<file path="src/rtl/hash_arbiter_if.sv">
// -----------------------------------------------------------------------------
// hash_arbiter_if
//
// Purpose: bundles every handshake and engine signal of hash_arbiter so the
// arbiter and its environment connect through a single port.
//
// Signal summary (direction as seen from the arbiter, modport slave):
//   req0_valid, req1_valid  in   requester has a message pending
//   req0_msg,   req1_msg    in   32-bit message, byte m[0] in [31:24]
//   req0_ready, req1_ready  out  one-cycle accept pulse
//   rsp_valid               out  digest available
//   rsp_ready               in   consumer takes the digest
//   rsp_id                  out  requester that owns the response
//   rsp_digest              out  32-bit digest, byte d[0] in [31:24]
//   rsp_err                 out  engine timeout flag
//   busy                    out  block is not idle
//   eng_start               out  start pulse to the shared hash engine
//   eng_m                   out  message driven to the engine
//   eng_done                in   engine one-cycle done pulse
//   eng_d                   in   engine digest, valid with eng_done
//
// Modport master is the environment side (requesters, consumer, engine).
// -----------------------------------------------------------------------------
interface hash_arbiter_if;
    logic        req0_valid;
    logic [31:0] req0_msg;
    logic        req0_ready;
    logic        req1_valid;
    logic [31:0] req1_msg;
    logic        req1_ready;

    logic        rsp_valid;
    logic        rsp_ready;
    logic        rsp_id;
    logic [31:0] rsp_digest;
    logic        rsp_err;

    logic        busy;

    logic        eng_start;
    logic [31:0] eng_m;
    logic        eng_done;
    logic [31:0] eng_d;

    modport slave (
        input  req0_valid, req0_msg, req1_valid, req1_msg,
        input  rsp_ready, eng_done, eng_d,
        output req0_ready, req1_ready,
        output rsp_valid, rsp_id, rsp_digest, rsp_err,
        output busy, eng_start, eng_m
    );

    modport master (
        output req0_valid, req0_msg, req1_valid, req1_msg,
        output rsp_ready, eng_done, eng_d,
        input  req0_ready, req1_ready,
        input  rsp_valid, rsp_id, rsp_digest, rsp_err,
        input  busy, eng_start, eng_m
    );
endinterface

</file>
<file path="src/rtl/hash_arbiter.sv">
// -----------------------------------------------------------------------------
// hash_arbiter
//
// Purpose: shares one hash engine between two requesters. A round-robin
// arbiter accepts one message at a time, issues it to the engine, waits for
// the digest and presents it on a valid/ready response channel tagged with
// the owning requester.
//
// Ports:
//   clk   in   single clock, rising edge
//   rst   in   asynchronous reset, active high
//   bus   hash_arbiter_if.slave  requests, response and engine signals
//
// Parameters:
//   TIMEOUT_CYCLES  maximum cycles spent waiting for the engine (timeout
//                   build only)
//
// Build option:
//   HASH_ARB_TIMEOUT_EN  when defined, WAIT is bounded by TIMEOUT_CYCLES and
//                        an expiry returns rsp_err=1 with a zero digest. When
//                        undefined there is no counter, rsp_err is tied low
//                        and WAIT lasts until eng_done.
// -----------------------------------------------------------------------------
module hash_arbiter #(
    parameter int unsigned TIMEOUT_CYCLES = 64
) (
    input  logic          clk,
    input  logic          rst,
    hash_arbiter_if.slave bus
);

    typedef enum logic [1:0] {
        IDLE  = 2'd0,
        ISSUE = 2'd1,
        WAIT  = 2'd2,
        RESP  = 2'd3
    } state_e;

    // A zero timeout would leave no cycle for the engine to answer.
    if (TIMEOUT_CYCLES < 1) begin : g_bad_timeout
        $error("hash_arbiter: TIMEOUT_CYCLES must be at least 1");
    end

    state_e      state_q, state_d;
    logic [31:0] msg_q, msg_d;       // message latched at grant, feeds eng_m
    logic        id_q, id_d;         // owner of the transaction in flight
    logic        last_q, last_d;     // requester served most recently
    logic [31:0] digest_q, digest_d;

    logic any_req;
    logic both_req;
    logic grant_id;
    logic grant0;
    logic grant1;
    logic eng_start_c;

`ifdef HASH_ARB_TIMEOUT_EN
    localparam int unsigned   CNT_W    = $clog2(TIMEOUT_CYCLES + 1);
    // The counter reads 0 in the first WAIT cycle, so the last allowed cycle
    // is the one where it reads TIMEOUT_CYCLES-1.
    localparam logic [CNT_W-1:0] CNT_LAST = CNT_W'(TIMEOUT_CYCLES - 1);

    logic [CNT_W-1:0] cnt_q, cnt_d;
    logic             err_q, err_d;
    logic             expired;

    assign expired = (cnt_q == CNT_LAST);
`endif

    // Round robin: on contention the requester not served last wins; a lone
    // request wins regardless of the pointer.
    assign any_req  = bus.req0_valid | bus.req1_valid;
    assign both_req = bus.req0_valid & bus.req1_valid;
    assign grant_id = both_req ? ~last_q : bus.req1_valid;

    always_comb begin
        // NOTE: every variable gets a default before the case so no path can
        // leave one unassigned, which would otherwise infer a latch.
        state_d     = state_q;
        msg_d       = msg_q;
        id_d        = id_q;
        last_d      = last_q;
        digest_d    = digest_q;
        grant0      = 1'b0;
        grant1      = 1'b0;
        eng_start_c = 1'b0;
`ifdef HASH_ARB_TIMEOUT_EN
        cnt_d       = cnt_q;
        err_d       = err_q;
`endif

        case (state_q)
            IDLE: begin
                if (any_req) begin
                    grant0  = ~grant_id;
                    grant1  = grant_id;
                    msg_d   = grant_id ? bus.req1_msg : bus.req0_msg;
                    id_d    = grant_id;
                    last_d  = grant_id;
                    state_d = ISSUE;
                end
            end

            ISSUE: begin
                eng_start_c = 1'b1;
`ifdef HASH_ARB_TIMEOUT_EN
                cnt_d       = '0;
`endif
                state_d     = WAIT;
            end

            WAIT: begin
                // eng_done is checked first so it wins over a same-cycle
                // expiry.
                if (bus.eng_done) begin
                    digest_d = bus.eng_d;
`ifdef HASH_ARB_TIMEOUT_EN
                    err_d    = 1'b0;
`endif
                    state_d  = RESP;
                end
`ifdef HASH_ARB_TIMEOUT_EN
                else if (expired) begin
                    digest_d = '0;
                    err_d    = 1'b1;
                    state_d  = RESP;
                end else begin
                    cnt_d    = cnt_q + 1'b1;
                end
`endif
            end

            RESP: begin
                if (bus.rsp_ready) begin
                    state_d = IDLE;
                end
            end

            default: begin
                state_d = IDLE;
            end
        endcase
    end

    always_ff @(posedge clk or posedge rst) begin
        // NOTE: the pointer resets to 1 so requester 0 wins the first
        // contention; everything else resets to zero.
        if (rst) begin
            state_q  <= IDLE;
            msg_q    <= '0;
            id_q     <= 1'b0;
            last_q   <= 1'b1;
            digest_q <= '0;
`ifdef HASH_ARB_TIMEOUT_EN
            cnt_q    <= '0;
            err_q    <= 1'b0;
`endif
        end else begin
            // NOTE: non-blocking assignments so every register samples the
            // pre-edge values computed by the combinational block.
            state_q  <= state_d;
            msg_q    <= msg_d;
            id_q     <= id_d;
            last_q   <= last_d;
            digest_q <= digest_d;
`ifdef HASH_ARB_TIMEOUT_EN
            cnt_q    <= cnt_d;
            err_q    <= err_d;
`endif
        end
    end

    // The accept pulse is combinational in IDLE; gating with rst keeps it low
    // while reset is held even if a request is pending.
    assign bus.req0_ready = grant0 & ~rst;
    assign bus.req1_ready = grant1 & ~rst;

    assign bus.eng_start  = eng_start_c;
    assign bus.eng_m      = msg_q;
    assign bus.rsp_valid  = (state_q == RESP);
    assign bus.rsp_id     = id_q;
    assign bus.rsp_digest = digest_q;
    assign bus.busy       = (state_q != IDLE);

`ifdef HASH_ARB_TIMEOUT_EN
    assign bus.rsp_err    = err_q;
`else
    assign bus.rsp_err    = 1'b0;
`endif

endmodule

</file>
<file path="src/flat_wrapper.sv">
// flat-port wrapper written by rule: the top's interface ports become plain ports
module hash_arbiter_flat 
#(
    parameter int unsigned TIMEOUT_CYCLES = 64
)
  (clk, rst, bus_req0_valid, bus_req0_msg, bus_req1_valid, bus_req1_msg, bus_rsp_ready, bus_eng_done, bus_eng_d, bus_req0_ready, bus_req1_ready, bus_rsp_valid, bus_rsp_id, bus_rsp_digest, bus_rsp_err, bus_busy, bus_eng_start, bus_eng_m);
  hash_arbiter_if bus_i ();
  input  logic clk;
  input  logic rst;
  input wire logic [$bits(bus_i.req0_valid)-1:0] bus_req0_valid;
  input wire logic [$bits(bus_i.req0_msg)-1:0] bus_req0_msg;
  input wire logic [$bits(bus_i.req1_valid)-1:0] bus_req1_valid;
  input wire logic [$bits(bus_i.req1_msg)-1:0] bus_req1_msg;
  input wire logic [$bits(bus_i.rsp_ready)-1:0] bus_rsp_ready;
  input wire logic [$bits(bus_i.eng_done)-1:0] bus_eng_done;
  input wire logic [$bits(bus_i.eng_d)-1:0] bus_eng_d;
  output wire logic [$bits(bus_i.req0_ready)-1:0] bus_req0_ready;
  output wire logic [$bits(bus_i.req1_ready)-1:0] bus_req1_ready;
  output wire logic [$bits(bus_i.rsp_valid)-1:0] bus_rsp_valid;
  output wire logic [$bits(bus_i.rsp_id)-1:0] bus_rsp_id;
  output wire logic [$bits(bus_i.rsp_digest)-1:0] bus_rsp_digest;
  output wire logic [$bits(bus_i.rsp_err)-1:0] bus_rsp_err;
  output wire logic [$bits(bus_i.busy)-1:0] bus_busy;
  output wire logic [$bits(bus_i.eng_start)-1:0] bus_eng_start;
  output wire logic [$bits(bus_i.eng_m)-1:0] bus_eng_m;
  assign bus_i.req0_valid = bus_req0_valid;
  assign bus_i.req0_msg = bus_req0_msg;
  assign bus_i.req1_valid = bus_req1_valid;
  assign bus_i.req1_msg = bus_req1_msg;
  assign bus_i.rsp_ready = bus_rsp_ready;
  assign bus_i.eng_done = bus_eng_done;
  assign bus_i.eng_d = bus_eng_d;
  assign bus_req0_ready = bus_i.req0_ready;
  assign bus_req1_ready = bus_i.req1_ready;
  assign bus_rsp_valid = bus_i.rsp_valid;
  assign bus_rsp_id = bus_i.rsp_id;
  assign bus_rsp_digest = bus_i.rsp_digest;
  assign bus_rsp_err = bus_i.rsp_err;
  assign bus_busy = bus_i.busy;
  assign bus_eng_start = bus_i.eng_start;
  assign bus_eng_m = bus_i.eng_m;
  hash_arbiter #(.TIMEOUT_CYCLES(TIMEOUT_CYCLES)) u_core (.clk(clk), .rst(rst), .bus(bus_i));
endmodule
</file>
<file path="config.mk">
export PLATFORM = sky130hd
export DESIGN_NAME = hash_arbiter_flat
export DESIGN_NICKNAME = d
export VERILOG_FILES = /design/src/rtl/hash_arbiter_if.sv /design/src/rtl/hash_arbiter.sv /design/src/flat_wrapper.sv
export SDC_FILE = /design/constraint.sdc
export NUM_CORES = 1
export LEC_CHECK = 0
export ABC_AREA = 1
export ABC_CLOCK_PERIOD_IN_PS = 5500
export CORE_MARGIN = 4
export CORE_UTILIZATION = 35
export CTS_BUF_LIST = sky130_fd_sc_hd__clkbuf_16
export DETAILED_ROUTE_END_ITERATION = 8
export PLACE_DENSITY_LB_ADDON = 0.15
export SYNTH_ARGS = -nofsm -noshare
export SYNTH_HDL_FRONTEND = slang
export SYNTH_SLANG_ARGS = --single-unit
</file>
<file path="constraint.sdc">
create_clock -name clk -period 5.5 [get_ports clk]
set_clock_uncertainty 0.05 [all_clocks]
set_input_delay 1.1 -clock clk [delete_from_list [all_inputs] [get_ports clk]]
set_output_delay 1.1 -clock clk [all_outputs]
set_load 0.005 [all_outputs]
</file>
==> results of run 1 <==
==> cell type report <==
class | count | area [um^2]
clock inverter | 7 | 83.83
sequential | 68 | 1703
tap | 129 | 161.4
multi-input combinational | 285 | 1340
clock buffer | 9 | 225.2
timing repair buffer | 177 | 1757
fill | 831 | 3820
inverter | 40 | 150.1
==> registers in the layout, indices dropped and copies added (netlist names) <==
signal and flops:
u_core.bus.eng_m 32, u_core.bus.rsp_digest 32, u_core.bus.rsp_id 1, u_core.last_q 1
u_core.state_q 2
==> cells by family (layout without fill, tap and decap cells) <==
logic type	after synthesis	count (layout)	share of synthesized area, %
buffers and inverters	68	233	8.777
adders and majority gates	4	4	1.500
DFF	68	68	51.05
and+or+nand+nor	279	279	38.07
other	1	1	0.1124
AOI/OAI and AO/OA	1	1	0.4878
==> stage by stage <==
| step | util (%) | hold slack [ns] | area, um^2 | std cells | total power, W |
|---|---|---|---|---|---|
| 2_1_floorplan | - | 0.4033 | 3336 | 421 | 0.001400 |
| 3_3_place_gp | 55.31 | 0.4044 | 5111 | 699 | 0.002074 |
| 3_5_place_dp | 55.31 | 0.4076 | 5111 | 699 | 0.002103 |
| 4_1_cts | 58.66 | 0.4223 | 5420 | 715 | 0.002713 |
| 5_1_grt | 58.66 | 0.4411 | 5420 | 715 | 0.002887 |
| 6_report | 58.66 | 0.4188 | 5420 | 715 | 0.002674 |
==> routing by layer <==
layer | wire length [um] | GRT usage (%)
met5 | 0 | 0
met4 | 127 | 5.828
met3 | 953 | 6.736
met2 | 4639 | 27.60
met1 | 4487 | 24.63
==> Yosys cell counts (all sizes together) <==
| cell type | n | share of area, % |
|---|---|---|
| nand3b | 32 | 7.2 |
| dfrtp | 67 | 50 |
| buf | 20 | 3.4 |
| nor3 | 1 | 0.15 |
| o21ai | 1 | 0.49 |
| nor2 | 3 | 0.64 |
| nand3 | 65 | 9.8 |
| conb | 1 | 0.11 |
| ha | 4 | 1.5 |
| nand4 | 2 | 0.38 |
| inv | 40 | 4.5 |
| clkbuf | 8 | 0.90 |
| dfstp | 1 | 0.79 |
| nand2 | 176 | 20 |
==> path summary, 6_finish.rpt <==
check,start,endpoint,cells past startpoint
hold reg to reg,u_core.bus.rsp_digest[19],u_core.bus.rsp_digest[19],2
setup / recovery,bus_req0_valid,bus_req1_ready,7
setup reg to reg,u_core.state_q[0],u_core.bus.eng_m[1],6
hold / removal,u_core.bus.rsp_digest[19],u_core.bus.rsp_digest[19],2
max in group asynchronous,rst,u_core.bus.eng_m[1],3
min in group asynchronous,rst,u_core.bus.rsp_id,2
==> worst max-delay path: stages <==
cell and delay [ns]:
clkdlybuf4s50_1 0.52, nand2_2 0.54, nand2_2 0.10, inv_1 0.10, nand2_1 0.08, nor2_1 0.10, clkdlybuf4s50_1 0.50
==> layout by cell type (no fill, tap or decap), types with 2 or more instances in the layout <==
cell type	instances
buf_4	6
nand4_1	2
inv_2	2
nand2_1	174
clkbuf_16	9
dfrtp_1	67
clkdlybuf4s50_1	171
nand3_1	65
nand3b_1	32
ha_1	4
inv_1	40
nand2_2	2
bufinv_16	2
==> power by group through the flow <==
stage	clock [W]	combinational [W]	sequential [W]
3_3_place_gp	0	0.00120	0.000874
6_report	0.000595	0.00120	0.000879
2_1_floorplan	0	0.000502	0.000898
4_1_cts	0.000608	0.00122	0.000881
3_5_place_dp	0	0.00122	0.000884
5_1_grt	0.000637	0.00134	0.000912
==> flow_metrics.py, run 1 <==
metrics = {
    "synthesis": {
        "yosys_register_bits": 68,
        "syn-cell-area_mm2": 0.003336,
        "synth_cells": 421,
        "syn_area_per_cell_um2": 7.923,
        "yosys_warnings": 0,
        "yosysUniqueCellTypes": 19,
        "ys_seq_area_share_pct": 51.05,
        "synth_fp_nets": 527,
    },
    "clock_tree": {
        "cts.reportedPaths.clkPinSlew_ns": 0.05,
        "numCtsBuffers": 9,
        "h-tree-depth": 3,
        "clock-sinks": 68,
        "root_buffer": "clkbuf_16",
        "hold_buffers": 0,
        "insertion_delay_ns": 0.32,
        "cts_tree": "done",
        "post_cts_buffers": 0,
        "cts.repair.resized": 0,
        "cts_buffer_depth": 2,
    },
    "critical_path": {
        "ff2ff_setup_slack_ns": 3.56,
        "cp-end-kind": "primary output",
        "path_max_fanout": 33,
        "cp.arrival_ns": 3.05,
        "crit_required_ns": 4.35,
        "critical_path_class": "in2out",
        "start_kind": "primary input",
    },
    "placement": {
        "dp_slack_ns": 1.313,
        "dpl.hpwl_mm": 7.322,
        "gp_congestion": 0.7761,
        "port-buffer-count": 171,
    },
    "cells_and_area": {
        "area_growth_pct": 62.49,
        "nNetsFinal": 687,
        "layout-drive-gt1-share_pct": 4.608,
        "num_antenna_cells": 0,
    },
    "power_and_ir_drop": {
        "swShare_pct": 32.95,
        "combPwrFrac_pct": 44.9,
        "p_leak_nw": 2.662,
        "powerDensity_mw_per_mm2": 493.3,
        "intPower_w": 0.001793,
        "pwr-share-seq_pct": 32.9,
        "peakVddDrop_mv": 0.2290,
        "power_frac_clock_pct": 22.2,
        "power_switching_w": 0.0008811,
    },
    "timing": {
        "relSlewSlack_pct": 30.78,
        "hold_violations": 0,
        "period_share_pct": 76.30,
        "setup_viol": 0,
        "min_period_ns": 4.196,
        "clock.fmax_mhz": 238.3,
        "tns_ns": 0,
        "rsz0062_at_grt": "false",
        "tightestPinTransition_ns": 1.036,
        "worst_slack_ns": 1.304,
        "final_max_slew_viol_count": 0,
    },
    "drt": {
        "via_count": 3321,
        "drt-initial-drc-count": 121,
        "wl_per_cell_um": 14.28,
        "routed_wl_mm": 10.21,
        "vias_per_cell": 4.645,
        "post-route-drc-count": 0,
        "firstDrtPassIters": 4,
        "postRouteAntennaNets": 0,
    },
    "floorplan": {
        "ioPinCount": 173,
        "rows": 35,
        "die_w_um": 105.6,
        "die_y_um": 105.6,
        "initial_core_util_pct": 36.10,
        "core-area_mm2": 0.009240,
        "die_area_mm2": 0.01116,
    },
    "grt": {
        "grt_pass1_wl_mm": 16.48,
        "grt_pass1_vias": 3204,
        "grtUsageTotal_pct": 18.36,
        "grt_max_degree": 44,
        "grt.overflow.total": 0,
        "grt_antenna_before_repair": 0,
    },
    "flow_run": {
        "maxCapViolations": 0,
    },
    "min_path": {
        "hp-class": "reg2reg",
    },
    "run_status": {
        "status": "finished, final reports clean",
    },
}
(Power assumes the default switching activity.)
==> run 2: changes to the inputs <==
ABC_CLOCK_PERIOD_IN_PS = 3660   (was 5500)
clock period = 3.66 ns   (was 5.5 ns; I/O delays follow)
==> run 2 against run 1 <==
  * Utilization rose by 0.50 points
  * Non-clock buffer count grew 2
  * Final cell count grew 0.28%
  * Wire length shrank 0.90%
  * Die area unchanged
  * Highest routed layer unchanged
  * Hold slack worse by 0.00079 ns
  * Design area is 0.85% higher
  * Critical path depth decreased by 1
  * Count of clock-buffer cells in the layout is the same
  * Flip-flop and latch count unchanged
  * First-iteration DRC count rose by 20%
==> flow_metrics.py, run 2 (synthesis gave the netlist of run 1 again) <==
metrics = {
    "cells_and_area": {
        "multi_input_area_mm2": 0.001340,
        "final_cell_mix": "nand2_1 (174), clkdlybuf4s50_1 (171), dfrtp_1 (67)",
        "regArea_mm2": 0.001703,
        "fillerInstances": 821,
        "nNetsFinal": 689,
        "area_growth_pct": 63.88,
        "layout_commonest_cell": "nand2_1",
        "layout-drive-gt1-share_pct": 5.272,
        "num_antenna_cells": 0,
    },
    "timing": {
        "period_share_pct": 82.33,
        "clock.fmax_mhz": 331.9,
        "tns_ns": 0,
        "relSlewSlack_pct": 30.75,
        "final_max_slew_viol_count": 0,
        "tightestPinTransition_ns": 1.036,
        "setup_viol": 0,
        "rsz0062_at_grt": "false",
        "min_period_ns": 3.013,
        "hold_violations": 0,
    },
    "clock_tree": {
        "numCtsBuffers": 9,
        "hold_buffers": 0,
        "insertion_delay_ns": 0.32,
        "post_cts_buffers": 0,
        "root_buffer": "clkbuf_16",
        "clock-sinks": 68,
        "cts.reportedPaths.clkPinSlew_ns": 0.06,
        "cts.repair.resized": 0,
        "cts_buffer_depth": 2,
        "cts_tree": "done",
        "h-tree-depth": 3,
    },
    "floorplan": {
        "core-area_mm2": 0.009240,
        "initial_core_util_pct": 36.10,
        "rows": 35,
        "die_w_um": 105.6,
        "die_area_mm2": 0.01116,
        "die_y_um": 105.6,
        "ioPinCount": 173,
    },
    "critical_path": {
        "reg2reg_from": "u_core.state_q[0]",
        "crit_path_start": "bus_req1_valid",
        "critical_path_class": "in2out",
        "path_max_fanout": 5,
        "critPathMaxStageDelay_ns": 0.64,
        "cp_cell_sequence": "clkdlybuf4s50_1 -> nand2_2 -> inv_1 -> nand2_1 -> nor2_1 -> clkdlybuf4s50_1",
        "endpoint": "bus_req1_ready",
        "crit_top_cell": "clkdlybuf4s50_1",
        "crit_cells": 6,
        "cp-end-kind": "primary output",
        "r2r_cells": 6,
        "reg2reg_to": "u_core.bus.rsp_digest[25]",
        "ff2ff_setup_slack_ns": 1.44,
        "crit_required_ns": 2.88,
        "critical_path.slowest_cell": "clkdlybuf4s50_1",
        "crit_buf_inv": 3,
        "cp.arrival_ns": 2.23,
        "start_kind": "primary input",
        "path_delay_family": "buffers and inverters",
    },
    "grt": {
        "grt_pass1_wl_mm": 16.26,
        "grt_antenna_before_repair": 0,
        "grt_max_degree": 36,
        "grt_pass1_vias": 3116,
        "grtUsageTotal_pct": 18.01,
        "grt.overflow.total": 0,
    },
    "drt": {
        "postRouteAntennaNets": 0,
        "routed_wl_mm": 10.12,
        "vias_per_cell": 4.492,
        "drt-initial-drc-count": 145,
        "post-route-drc-count": 0,
        "wl_per_cell_um": 14.11,
        "via_count": 3221,
        "firstDrtPassIters": 4,
    },
    "min_path": {
        "hp-class": "reg2reg",
    },
    "placement": {
        "port-buffer-count": 171,
        "gp_congestion": 0.7428,
        "dpl.hpwl_mm": 7.290,
    },
    "power_and_ir_drop": {
        "p_leak_nw": 2.679,
        "peakVddDrop_mv": 0.3821,
        "powerDensity_mw_per_mm2": 750.9,
        "total_power_w": 0.004105,
    },
    "flow_run": {
        "maxCapViolations": 0,
    },
    "run_status": {
        "status": "finished, final reports clean",
    },
}
## run 2: cell types whose count changed in the layout (fill, tap and decap cells not counted), sizes merged
| cell | change |
|---|---|
| clkinv | +1 |
| bufinv | +1 |
| buf | +2 |
| inv | -2 |
## run 2: cell type report
type | instances | area share [%]
clock buffer | 9 | 4.120
clock inverter | 7 | 2.106
tap | 129 | 2.953
timing repair buffer | 179 | 32.41
multi-input combinational | 285 | 24.51
sequential | 68 | 31.15
inverter | 40 | 2.747
## run 2: worst min-delay path by stage
stage,from,endpoint,slack [ns],cells past startpoint
floorplan,u_core.last_q,u_core.last_q,0.40,2
global placement,u_core.bus.rsp_digest[6],u_core.bus.rsp_digest[6],0.40,2
detailed placement,u_core.bus.rsp_digest[29],u_core.bus.rsp_digest[29],0.41,2
CTS,u_core.bus.rsp_digest[29],u_core.bus.rsp_digest[29],0.42,2
global route,u_core.bus.eng_m[23],u_core.bus.eng_m[23],0.44,2
finish,u_core.bus.rsp_digest[26],u_core.bus.rsp_digest[26],0.42,2
## run 2: layer usage
metal / GRT usage (%) / part of all wire [%] / up-vias
li1: - / - / 1631
met1: 24.86 / 45 / 1456
met2: 26.55 / 45 / 128
met3: 6.369 / 8.8 / 6
met4: 5.458 / 1.2 / 0
met5: 0 / 0 / -
## run 2: worst min-delay path: stages, from the launching register on
cell and delay [ns]:
dfrtp_1 0.34, nand2_1 0.05, nand2_1 0.05
## run 2: stage by stage
step | worst slack, ns | utilization, % | hold WS [ns] | area, um^2 | cells
2_1_floorplan | 1.168 | - | 0.4033 | 3336 | 421
3_3_place_gp | 0.6641 | 55.48 | 0.4030 | 5126 | 701
3_5_place_dp | 0.6372 | 55.48 | 0.4073 | 5126 | 701
4_1_cts | 0.6358 | 59.16 | 0.4216 | 5466 | 717
5_1_grt | 0.5256 | 59.16 | 0.4406 | 5466 | 717
6_report | 0.6468 | 59.16 | 0.4180 | 5466 | 717
## run 2: power breakdown
| group | switching (W) | internal, W | leakage [nW] |
|---|---|---|---|
| clock network | 0.000314 | 0.000662 | 0.163 |
| logic | 0.000825 | 0.000985 | 1.68 |
| registers | 0.000193 | 0.00112 | 0.837 |
==> run 3: changes to the inputs <==
ABC_CLOCK_PERIOD_IN_PS = 3000   (was 3660)
clock period = 3 ns   (was 3.66 ns; I/O delays follow)
==> run 3 against run 2 <==
  * Count of clock-buffer cells in the layout unchanged
  * Power increased by 18%
  * Critical path depth unchanged
  * Design area decreased by 0.73%
  * Critical endpoint unchanged
  * Critical path type unchanged
==> flow_metrics.py, run 3 (synthesis gave the netlist of run 1 again) <==
metrics = {
    "cells_and_area": {
        "layout_commonest_cell": "nand2_1",
        "num_antenna_cells": 0,
        "nNetsFinal": 690,
        "final_cell_mix": "nand2_1 (174), clkdlybuf4s50_1 (171), dfrtp_1 (67)",
        "layout-drive-gt1-share_pct": 5.433,
        "area_growth_pct": 62.68,
        "finish.utilization_pct": 58.73,
    },
    "critical_path": {
        "cp.arrival_ns": 2.07,
        "start_kind": "primary input",
        "ff2ff_setup_slack_ns": 1.09,
        "r2r_cells": 6,
        "cp-end-kind": "primary output",
        "reg2reg_from": "u_core.state_q[0]",
        "critical_path_class": "in2out",
        "crit_required_ns": 2.35,
        "reg2reg_to": "u_core.bus.eng_m[29]",
        "path_max_fanout": 5,
    },
    "floorplan": {
        "die_area_mm2": 0.01116,
        "die_y_um": 105.6,
        "core-area_mm2": 0.009240,
        "initial_core_util_pct": 36.10,
        "ioPinCount": 173,
        "die_w_um": 105.6,
        "rows": 35,
    },
    "clock_tree": {
        "cts_tree": "done",
        "hold_buffers": 0,
        "h-tree-depth": 3,
        "cts_buffer_depth": 2,
        "root_buffer": "clkbuf_16",
        "cts.reportedPaths.clkPinSlew_ns": 0.06,
        "cts.repair.resized": 0,
        "numCtsBuffers": 9,
        "insertion_delay_ns": 0.32,
        "post_cts_buffers": 0,
        "clock-sinks": 68,
    },
    "timing": {
        "hold_violations": 0,
        "worst_slack_ns": 0.2760,
        "rsz0062_at_grt": "false",
        "relSlewSlack_pct": 49.70,
        "period_share_pct": 90.80,
        "setup_viol": 0,
        "min_period_ns": 2.724,
        "fin_hold_ws_ns": 0.4220,
        "tightestPinTransition_ns": 0.7527,
        "tns_ns": 0,
        "clock.fmax_mhz": 367.1,
        "final_max_slew_viol_count": 0,
    },
    "power_and_ir_drop": {
        "peakVddDrop_mv": 0.3832,
        "pwr-share-seq_pct": 33.3,
        "total_power_w": 0.004837,
        "p_leak_nw": 2.659,
        "powerDensity_mw_per_mm2": 891.3,
        "swShare_pct": 33.50,
        "combPwrFrac_pct": 45.6,
        "power_switching_w": 0.001620,
        "power_frac_clock_pct": 21.1,
        "intPower_w": 0.003217,
    },
    "drt": {
        "wl_per_cell_um": 14.30,
        "via_count": 3271,
        "postRouteAntennaNets": 0,
        "routed_wl_mm": 10.27,
        "drt-initial-drc-count": 110,
        "post-route-drc-count": 0,
        "vias_per_cell": 4.556,
        "firstDrtPassIters": 5,
    },
    "flow_run": {
        "maxCapViolations": 0,
    },
    "min_path": {
        "hold_start": "u_core.bus.rsp_digest[19]",
        "hold_depth": 2,
        "hold_end": "u_core.bus.rsp_digest[19]",
        "hp-class": "reg2reg",
    },
    "placement": {
        "dp_slack_ns": 0.2676,
        "dpl.hpwl_mm": 7.510,
        "port-buffer-count": 171,
        "gp_congestion": 0.7463,
    },
    "grt": {
        "grt_max_degree": 35,
        "grt_antenna_before_repair": 0,
        "grtUsageTotal_pct": 18.31,
        "grt.overflow.total": 0,
        "grt_pass1_vias": 3207,
        "grt_pass1_wl_mm": 16.53,
    },
    "run_status": {
        "status": "finished, final reports clean",
    },
}
-- run 3: cell count changes in the layout (fill, tap and decap cells not counted), sizes merged --
cell	before	now
bufinv	3	1
clkinv	3	4
buf	8	9
clkinvlp	1	2
-- run 3: how the worst max path moves through the flow --
stage	startpoint	endpoint	slack, ns	cells past startpoint
final	bus_req1_valid	bus_req1_ready	0.28	6
after global routing	bus_req0_valid	bus_req0_ready	0.14	6
after floorplan	rst	u_core.bus.eng_m[0]	0.64	1
after CTS	bus_req1_valid	bus_req1_ready	0.27	6
after global placement	bus_req1_valid	bus_req1_ready	0.26	6
after detailed placement	bus_req1_valid	bus_req1_ready	0.27	6
-- run 3: power groups by stage --
stage               Clock [W]  Combinational (W)  Sequential (W)
floorplan                   0           0.000921         0.00165
global placement            0            0.00222         0.00160
detailed placement          0            0.00225         0.00162
CTS                   0.00104            0.00226         0.00161
global route          0.00108            0.00245         0.00166
finish                0.00102            0.00220         0.00161
-- run 3: per-layer routing --
| layer | track usage (%) | routed length (um) | vias to the layer above |
|---|---|---|---|
| met5 | 0 | 0 | - |
| met4 | 5.273 | 99 | 0 |
| met3 | 5.756 | 882 | 8 |
| met2 | 28.64 | 4718 | 112 |
| met1 | 24.44 | 4568 | 1514 |
| li1 | - | - | 1637 |
-- run 3: worst max-delay path, cell delays in order --
cell and delay [ns]:
clkdlybuf4s50_1 0.63, nand2_2 0.09, inv_1 0.07, nand2_1 0.08
nor2_1 0.10, clkdlybuf4s50_1 0.50
-- run 3: per-stage QoR --
step / cells / instance area [um^2]
floorplan: 421 / 3336
global placement: 702 / 5134
detailed placement: 702 / 5134
CTS: 718 / 5426
global route: 718 / 5426
finish: 718 / 5426
-- run 3: cell type report --
type	instances	area, um^2
inverter	40	150.1
timing repair buffer	180	1779
fill	860	3814
clock buffer	9	225.2
clock inverter	7	67.56
multi-input combinational	285	1340
tap	129	161.4
sequential	68	1703
